$ cat config.mk
export PLATFORM = sky130hd
export DESIGN_NAME = shift_add_multiplier
export DESIGN_NICKNAME = d
export VERILOG_FILES = /design/src/rtl/mult_pkg.sv /design/src/rtl/mult_ctrl.sv /design/src/rtl/shift_add_multiplier.sv
export SDC_FILE = /design/constraint.sdc
export NUM_CORES = 1
export LEC_CHECK = 0
export ABC_AREA = 1
export CAP_MARGIN = 40
export CORE_AREA = 2 2 115 117
export CTS_CLUSTER_SIZE = 25
export DETAILED_ROUTE_END_ITERATION = 8
export DIE_AREA = 0 0 117 119
export DONT_BUFFER_PORTS = 1
export GPL_TIMING_DRIVEN = 0
export MAX_ROUTING_LAYER = met4
export PLACE_DENSITY_LB_ADDON = 0.12
export SYNTH_ARGS = -nofsm -noshare
export SYNTH_HDL_FRONTEND = slang
export SYNTH_SLANG_ARGS = --single-unit
$ cat constraint.sdc
create_clock -name clock -period 2.1 [get_ports clock]
set_input_delay 0.42 -clock clock [delete_from_list [all_inputs] [get_ports clock]]
set_output_delay 0.42 -clock clock [all_outputs]
set_load 0.05 [all_outputs]
$ cat src/rtl/mult_pkg.sv
// Shared definitions for the shift-and-add multiplier: FSM state type and default operand width.
package mult_pkg;

  localparam int DEFAULT_WIDTH = 16;

  typedef enum logic [1:0] {
    IDLE = 2'd0,
    RUN  = 2'd1,
    DONE = 2'd2
  } mult_state_t;

endpackage

$ cat src/rtl/mult_ctrl.sv
// Sequencer for the shift-and-add multiplier: IDLE/RUN/DONE FSM plus iteration counter.
// With MUL_EARLY_EXIT_EN defined, RUN also ends once the remaining multiplier bits are all zero.
module mult_ctrl
  import mult_pkg::*;
#(
  parameter int WIDTH = DEFAULT_WIDTH
) (
  input  logic clock,
  input  logic reset_n,
  input  logic start,
`ifdef MUL_EARLY_EXIT_EN
  input  logic mplr_last,
`endif
  output logic load,
  output logic step,
  output logic finish,
  output logic busy,
  output logic done
);

  localparam int CW = $clog2(WIDTH + 1);

  mult_state_t   state_reg, state_next;
  logic [CW-1:0] cnt_reg, cnt_next;
  logic          last_iter;

`ifdef MUL_EARLY_EXIT_EN
  assign last_iter = (cnt_reg == CW'(WIDTH - 1)) || mplr_last;
`else
  assign last_iter = (cnt_reg == CW'(WIDTH - 1));
`endif

  always_ff @(posedge clock or negedge reset_n) begin
    if (!reset_n) begin
      state_reg <= IDLE;
      cnt_reg   <= '0;
    end else begin
      state_reg <= state_next;
      cnt_reg   <= cnt_next;
    end
  end

  always_comb begin
    state_next = state_reg;
    cnt_next   = cnt_reg;
    load       = 1'b0;
    step       = 1'b0;
    finish     = 1'b0;
    busy       = 1'b0;
    done       = 1'b0;
    case (state_reg)
      IDLE: begin
        if (start) begin
          load       = 1'b1;
          cnt_next   = '0;
          state_next = RUN;
        end
      end
      RUN: begin
        busy     = 1'b1;
        step     = 1'b1;
        cnt_next = cnt_reg + CW'(1);
        // finish marks the edge that enters DONE, so the product register loads exactly then
        if (last_iter) begin
          finish     = 1'b1;
          state_next = DONE;
        end
      end
      DONE: begin
        done = 1'b1;
        if (start) begin
          load       = 1'b1;
          cnt_next   = '0;
          state_next = RUN;
        end else begin
          state_next = IDLE;
        end
      end
      default: state_next = IDLE;
    endcase
  end

endmodule

$ cat src/rtl/shift_add_multiplier.sv
// Unsigned sequential shift-and-add multiplier, one multiplier bit per clock.
// Optional MUL_EARLY_EXIT_EN stops once the remaining multiplier bits are zero.
module shift_add_multiplier
  import mult_pkg::*;
#(
  parameter int WIDTH = DEFAULT_WIDTH
) (
  input  logic               clock,
  input  logic               mul_reset_n,
  input  logic               mul_start,
  input  logic [WIDTH-1:0]   mul_a_in,
  input  logic [WIDTH-1:0]   mul_b_in,
  output logic               mul_busy,
  output logic               mul_done,
  output logic [2*WIDTH-1:0] mul_product_out
);

  logic [2*WIDTH-1:0] mcand_reg;
  logic [WIDTH-1:0]   mplr_reg;
  logic [2*WIDTH-1:0] acc_reg;
  logic [2*WIDTH-1:0] product_reg;
  logic [2*WIDTH-1:0] addend;
  logic [2*WIDTH-1:0] acc_next;
  logic               load, step, finish;

  mult_ctrl #(.WIDTH(WIDTH)) u_ctrl (
    .clock     (clock),
    .reset_n   (mul_reset_n),
    .start     (mul_start),
`ifdef MUL_EARLY_EXIT_EN
    .mplr_last (mplr_reg[WIDTH-1:1] == '0),
`endif
    .load      (load),
    .step      (step),
    .finish    (finish),
    .busy      (mul_busy),
    .done      (mul_done)
  );

  // Partial product: shifted multiplicand gated by the current multiplier LSB
  for (genvar gi = 0; gi < 2*WIDTH; gi++) begin : g_addend
    assign addend[gi] = mcand_reg[gi] & mplr_reg[0];
  end

  assign acc_next = acc_reg + addend;

  always_ff @(posedge clock or negedge mul_reset_n) begin
    if (!mul_reset_n) begin
      mcand_reg   <= '0;
      mplr_reg    <= '0;
      acc_reg     <= '0;
      product_reg <= '0;
    end else if (load) begin
      mcand_reg <= {{WIDTH{1'b0}}, mul_a_in};
      mplr_reg  <= mul_b_in;
      acc_reg   <= '0;
    end else if (step) begin
      acc_reg   <= acc_next;
      mcand_reg <= mcand_reg << 1;
      mplr_reg  <= mplr_reg >> 1;
      if (finish) begin
        product_reg <= acc_next;
      end
    end
  end

  assign mul_product_out = product_reg;

endmodule

# After elaboration in Yosys (flattened, before gate mapping)
# Cells that the tools add are included.
# W data, S select, Z words.
[totals]
ff_bits = 119
input_bits = 35
wordCells = 72
[op_classes]
addsub = 2
eq_ne = 6
muxes = 18
bitwise = 33
n_reduce_logical = 7
[ops]
columns = ["cell", "count"]
rows = [
  ["$mux W32", 4],
  ["$add A32 B32 Y32", 1],
  ["$and A1 B1 Y1", 32],
  ["$mux W16", 2],
  ["$pmux W5 S2", 1],
  ["$mux W1", 7],
  ["$pmux W2 S3", 1],
  ["$add A5 B1 Y5 const B", 1],
  ["$eq A5 B4 Y1 const B", 1],
  ["$mux W5", 1],
  ["$mux W2", 2],
  ["$ne A2 B1 Y1 const B", 2],
  ["$reduce_and A2 Y1", 2],
  ["$reduce_bool A2 Y1", 2],
  ["$reduce_and A3 Y1", 1],
  ["$eq A2 B1 Y1 const B", 1],
  ["$eq A2 B2 Y1 const B", 1],
  ["$logic_not A2 Y1", 1],
  ["$ne A2 B2 Y1 const B", 1],
  ["$reduce_or A2 Y1", 1],
  ["$not A1 Y1", 1],
]

# Logic depth before layout (Yosys ltp)
[depth]
depth_word = 5
depth_mapped = 16

# Modules after synthesis
# From an unflattened synthesis, not the netlist that was laid out.
[hier_totals]
cells_unflattened = 1041
hier_area_um2 = 7313.3
[modules_own_cells]
columns = ["mod", "n_inst", "cells_each", "area_each_um2", "seq_area_each_um2"]
rows = [
  ["shift_add_multiplier", 1, 997, 6952.9, 2802.7],
  ["mult_ctrl", 1, 44, 360.3, 175.2],
]

# Least setup slack after synthesis
# No wires, ideal clock.
[synth_timing]
kind = "register to register"
from = "register mplr_reg[0]"
to = "register acc_reg[28]"
setup_ns = 0.118
arrival_ns = 2.113
slack_ns = -0.131
path_stages_with_launch = 15
period_less_slack_ns = 2.231
path_cell_list = "dfrtp_1 clkbuf_1 clkbuf_1 nand2_1 inv_1 ha_1 fa_1 nand3_1 nand3_1 nand3_1 nand3_2 nand2_1 nand3_1 nand3_1 nand2_1"
[synth_between]
elab_chain_len = 4
elab_cells_between_ends = 32
cone_classes = "add/sub: 1; mux: 2; bitwise: 29"
[synth_rtl]
columns = ["element", "line", "source"]
rows = [
  ["start, declared", "shift_add_multiplier.sv:19", "logic [WIDTH-1:0] mplr_reg;"],
  ["start signal, assigned", "shift_add_multiplier.sv:55", "mplr_reg <= mul_b_in;"],
  ["start signal, assigned", "shift_add_multiplier.sv:60", "mplr_reg <= mplr_reg >> 1;"],
  ["$and A1 B1 Y1", "shift_add_multiplier.sv:42", "assign addend[gi] = mcand_reg[gi] & mplr_reg[0];"],
  ["$add A32 B32 Y32 (*)", "shift_add_multiplier.sv:45", "assign acc_next = acc_reg + addend;"],
  ["$mux W32 (*)", "shift_add_multiplier.sv:57", "end else if (step) begin"],
  ["$mux W32 (*)", "shift_add_multiplier.sv:53", "end else if (load) begin"],
  ["end signal, assigned", "shift_add_multiplier.sv:58", "acc_reg <= acc_next;"],
  ["end, declared", "shift_add_multiplier.sv:20", "logic [2*WIDTH-1:0] acc_reg;"],
]
# Every way passes the cells marked *; elsewhere a longest branch is shown, timed or not. The select of a mux whose other input is x is not followed.
# A chain may end at the register's enable or synchronous reset.

# Worst setup path in the final report
[layout_timing]
from = "register mplr_reg[0]"
to = "register product_reg[16] (netlist: mul_product_out[16])"
[layout_between]
elab_chain_len = 2
elab_cells_between_ends = 18
cone_classes = "add/sub: 1; bitwise: 17"
[layout_rtl]
columns = ["element", "line", "source"]
rows = [
  ["$and A1 B1 Y1", "shift_add_multiplier.sv:42", ""],
  ["$add A32 B32 Y32 (*)", "shift_add_multiplier.sv:45", ""],
  ["end signal, assigned", "shift_add_multiplier.sv:62", "product_reg <= acc_next;"],
  ["end, declared", "shift_add_multiplier.sv:21", "logic [2*WIDTH-1:0] product_reg;"],
]
# Every way passes the cells marked *; elsewhere a longest branch is shown, timed or not.

==> flow_summary.yaml <==
run_status:
  failed_checks: "negative hold slack, negative setup slack"
  outcome: "finished with violations"
power:
  p_per_area_nw_per_um2: 1740
  p_leak_nw: 4.84
  ir_drop_v: 0.000937
worst_setup_path:
  slowest_stage: "dfrtp_2"
  r2r_cells: 12
  crit_path_end_kind: "flip-flop"
  cp_data_arrival_time_ns: 2.63
  max_stage_delay_ns: 0.49
  critical_path.startpoint: "mplr_reg[0]"
  critical_path_buf_inv_count: 2
  rrSetupSlack_ns: -0.17
  cp_max_fo: 6
  start_kind: "flip-flop"
  critical_path_depth: 12
  path_delay_family: "simple AND/OR/NAND/NOR gates"
  cp.required_ns: 2.46
  endpoint: "mul_product_out[16]"
  reg2reg_to: "mul_product_out[16]"
  reg2reg_from: "mplr_reg[0]"
  crit_chain: "buf_8 > nand2_4 > inv_4 > ha_4 > fa_2 > nand3_2 > nand3_4 > a21oi_4 > nor2_1 > o21ai_1 > nand3_1 > nand2_1"
  critPathKind: "flip-flop to flip-flop"
min_path:
  hp-class: "input port to asynchronous set/reset pin"
global_route:
  grt_antenna_before_repair: 0
  grt_pass1_wl_um: 31300
  grtUsageTotal_pct: 30.3
  grt_max_degree: 120
  grt_pass1_vias: 6392
  grt.overflow.total: 0
timing:
  finalCriticalPeriod_ns: 2.27
  worstMarginPinSlew_ns: 0.642
  max_freq_ghz: 0.441
  final-hold-violation-count: 119
  hold_slack_ns: -0.314
  rsz0062_at_grt: "true"
  finalSetupViolCount: 34
  skew_ns: 0.0101
  drv_slew: 0
  period_share_pct: 108
  relSlewSlack_pct: 57.2
  worst_slack_ns: -0.170
detailed_routing:
  drc: 0
  drt-initial-drc-count: 363
  routed_wirelength_um: 19700
  drt-pass1-iter-count: 5
  wl_per_cell_um: 15.7
  ant_nets: 0
  vias: 6570
  avgViaCountPerCell: 5.25
synthesis:
  yosysMostFrequentCell: "nand2_1"
  synthAdderAreaFrac_pct: 5.97
  synth_top_family_by_area: "simple AND/OR/NAND/NOR gates"
  synth-simple-area-share_pct: 31.2
  yosysSeqAreaShare_pct: 41.1
  avgSynthCellArea_um2: 7.02
  yosys_warnings: 0
  synth_top_area_share_pct: 41.1
  mappedNetlistNets: 1102
  synth_edf_count: 0
  synth-xor-area-share_pct: 1.69
  synth-compound-area-share_pct: 8.40
  synthTopCellsByCount: "416 x nand2_1, 185 x inv_1, 119 x dfrtp_1"
  muxShareOfSynthArea_pct: 0
  synth_area_leaders: "dfrtp_1 41%, nand2_1 22%, inv_1 9.6%"
  yosysUniqueCellTypes: 32
  synthCells: 1033
  syn_area_um2: 7250
  yosys.area.top_type: "dfrtp_1"
  synth_seq_cells: 119
  ys_async_sr_fraction_pct: 100
  ys.flop_type: "dfrtp_1"
place:
  routabilityCongestion: 0.924
  hpwl_um: 13200
  port_buffers: 0
  pre_cts_ws_ns: -0.572
  place_area_um2: 7490
die:
  dieArea_um2: 13900
  die_h_um: 119
  rows: 42
  die_w_um: 117
  start_util_pct: 56.3
  ios: 69
  floorplan.core_area_um2: 12900
clock_tree:
  clk_latency_ns: 0.43
  cts_buffers: 17
  clkSinkCount: 119
  root_buffer: "clkbuf_16"
  htreeDepth: 4
  cts.reportedPaths.clkPinSlew_ns: 0.06
  cts_tree: "yes"
  cts_buffer_depth: 2
run:
  maxCapViolCount: 0
final_layout:
  antenna_cells: 0
  layout-drive-gt1-share_pct: 21.1
  final_cell_area_um2: 9080
  nNetsFinal: 1132
  area_growth_pct: 25.2
## worst min path at each step
| stage | from | endpoint | slack, ns | depth (start not counted) |
|---|---|---|---|---|
| CTS | mul_reset_n | mul_product_out[1] | -0.32 | 0 |
| floorplan | mul_reset_n | acc_reg[0] | 0.12 | 0 |
| global route | mul_reset_n | mplr_reg[10] | -0.33 | 0 |
| global placement | mul_reset_n | mul_product_out[13] | 0.13 | 0 |
| finish | mul_reset_n | acc_reg[7] | -0.31 | 0 |
| detailed placement | mul_reset_n | mul_product_out[13] | 0.13 | 0 |
## stage by stage
stage	setup TNS [ns]	power [mW]	utilization (%)	cells
floorplan	0	9.15	-	1033
global placement	-19.28	10.5	58.1	1209
detailed placement	-20.51	10.6	58.2	1210
CTS	-1.01	15.1	68.5	1249
global route	-6.68	16.8	70.5	1252
finish	-2.34	15.8	70.5	1252
## cell usage in the layout (no fill, tap or decap), drive strengths merged, types with 5 or more instances in the layout
cell type    n
inv        193
clkbuf      33
nand2      427
dfrtp      119
a21oi       22
nor2        45
bufinv       5
nand3       68
o21ai       28
o221ai      17
xor2         5
xnor2        9
buf         27
ha          33
o22ai       16
## cell families (layout without fill, tap and decap cells)
group / count (synthesis) / in the layout
buffers and inverters: 220 / 263
flip-flops: 119 / 119
AND/OR/NAND/NOR: 551 / 551
AO/OA/AOI/OAI: 95 / 95
adder cells (fa/ha/maj): 34 / 34
XOR/XNOR: 14 / 14
## area by class of cell
type,instances,area [um2]
tap,176,220
clock inverter,14,220
timing repair buffer,12,93.8
buffer,30,174
multi-input combinational,694,4240
sequential,119,2980
inverter,189,712
clock buffer,18,439
fill,1045,3800
## layer usage
| metal | track usage [%] | share of wire, % | up-vias | wire length, um |
|---|---|---|---|---|
| met4 | 10.6 | 2.4 | 0 | 473 |
| li1 | - | - | 3251 | - |
| met1 | 39.4 | 45 | 3107 | 8790 |
| met3 | 8.75 | 6.1 | 34 | 1200 |
| met5 | - | 0 | - | 0 |
| met2 | 45.5 | 47 | 178 | 9210 |
## where the power goes
| group | internal (mW) | switching [mW] |
|---|---|---|
| Sequential | 3.30 | 1.61 |
| Combinational | 3.03 | 4.54 |
| Clock | 2.15 | 1.12 |
## repair_timing
item	4_1_cts	5_1_grt
buffers inserted	7	3
gates resized for setup	116	67
cloned	1	0
setup endpoints to repair	57	58
pin swaps	24	9
hold endpoints to repair	119	119
No activity file was read; power rests on OpenSTA's default activity.
==> variant, RTL diff (same flow settings) <==
The option `MUL_EARLY_EXIT_EN` is turned on by a define.
--- a/src/rtl/mult_ctrl.sv
+++ b/src/rtl/mult_ctrl.sv
@@ -1,5 +1,7 @@
 // Sequencer for the shift-and-add multiplier: IDLE/RUN/DONE FSM plus iteration counter.
 // With MUL_EARLY_EXIT_EN defined, RUN also ends once the remaining multiplier bits are all zero.
+`define MUL_EARLY_EXIT_EN
+
 module mult_ctrl
   import mult_pkg::*;
 #(
Check against the original RTL: not equivalent (Yosys sat finds a counterexample within 4 cycles, from zero or initial values and one cycle with mul_reset_n low).
==> variant against the original RTL <==
  * Wire length is 21% higher
  * Worst setup slack got worse by 0.039 ns
  * Critical path depth is 3 higher
  * Sequential cell count did not move
  * Total power grew 17%
  * Synthesized area up 2.1%
  * The run still ends with hold timing, setup timing left
  * Design area grew 10%
  * Global-route usage up 0.39 points
==> variant: results <==
[timing]
skew_ns = 0.0123
finalHoldViolations = 119
setup_viol = 52
setup_ws_ns = -0.209
max_slew_margin = 0.564
holdWs_ns = -0.319
fin_tns_setup_ns = -5.84

[detailed_routing]
wl_per_cell_um = 18.5
drt_first_pass_iters = 8
route.met2.wl_mm = 11.2
drt-met1-wl_mm = 9.32
via_per_inst = 5.78
top_layer = "met4"
wl_met3_mm = 2.05
drt_iter0_markers = 743

[global_routing]
met2_usage = 0.462
gr-usage-met3 = 0.0524
grt_pass1_wl_mm = 32.0
track_usage = 0.307
grtUsageMet1 = 0.416
grt_pass1_vias = 6559

[placement]
dpl_worst_slack_ns = -0.351
post-dp-hpwl_mm = 13.7
gp_congestion = 0.924
placed_area_mm2 = 0.00766
dp.cells = 1219

[cells_and_area]
fillCellCount = 818
final-instance-count-excl-fill = 1291
final_layout_size_suffix_gt1_frac = 0.329

[yosys]
ys_seq_area_frac = 0.402
synthTopCellsByArea = "dfrtp_1, nand2_1, inv_1"
syn_nets = 1111
yosys.cell_types.count = 38
synth_common_cells = "nand2_1, inv_1, dfrtp_1"
netlist_instances = 1042
yosys_warnings = 0

[critical_path]
setup.worst_path.end = "mul_product_out[17]"
critPathTopFamily = "simple AND/OR/NAND/NOR gates"
crit_path_max_incr_delay_ns = 0.42
r2r_cells = 15
worst_r2r_endpoint = "mul_product_out[17]"
arrival_ns = 2.62

[clock_network]
cts-root-buf = "clkbuf_16"
cts_setup_buffers = 14
cts_max_path_buffers = 2
clock_latency_ns = 0.43
ctsResizeCount = 134
htree_levels = 4

[outcome]
violations = "hold timing, setup timing"
status = "finished with violations"

[power_and_ir_drop]
max-vdd-ir-drop_v = 0.000873
power.leakage_nw = 5.28
variant: cell count changes in the layout (fill, tap and decap cells not counted), sizes merged, moves of 9 or more:
| cell | unedited run | this run |
|---|---|---|
| nand3 | 68 | 55 |
| inv | 193 | 209 |
| o21ai | 28 | 38 |
| buf | 27 | 60 |
| o221ai | 17 | 26 |
| nand2 | 427 | 411 |
variant: report_power, final:
part,switching (mW),internal (mW)
Clock,1.11,2.05
Sequential,1.79,3.36
Combinational,6.04,4.13
Total,8.94,9.54
variant: final cells by class:
class,count,area (um^2),area share
multi-input cells,685,4840,0.484
flip-flops and latches,119,2980,0.297
inverters,209,788,0.0787
clock buffers,21,460,0.0460
repair buffers,42,355,0.0355
well taps,176,220,0.0220
plain buffers,28,199,0.0199
clock inverters,11,171,0.0171
variant: kinds of logic after synthesis:
kind of cell | after synthesis | share of synthesized area
fa+ha+maj | 34 | 0.0585
xor+xnor | 13 | 0.0154
buf+inv | 238 | 0.129
compound gates | 107 | 0.0957
flops | 119 | 0.402
simple gates | 531 | 0.299
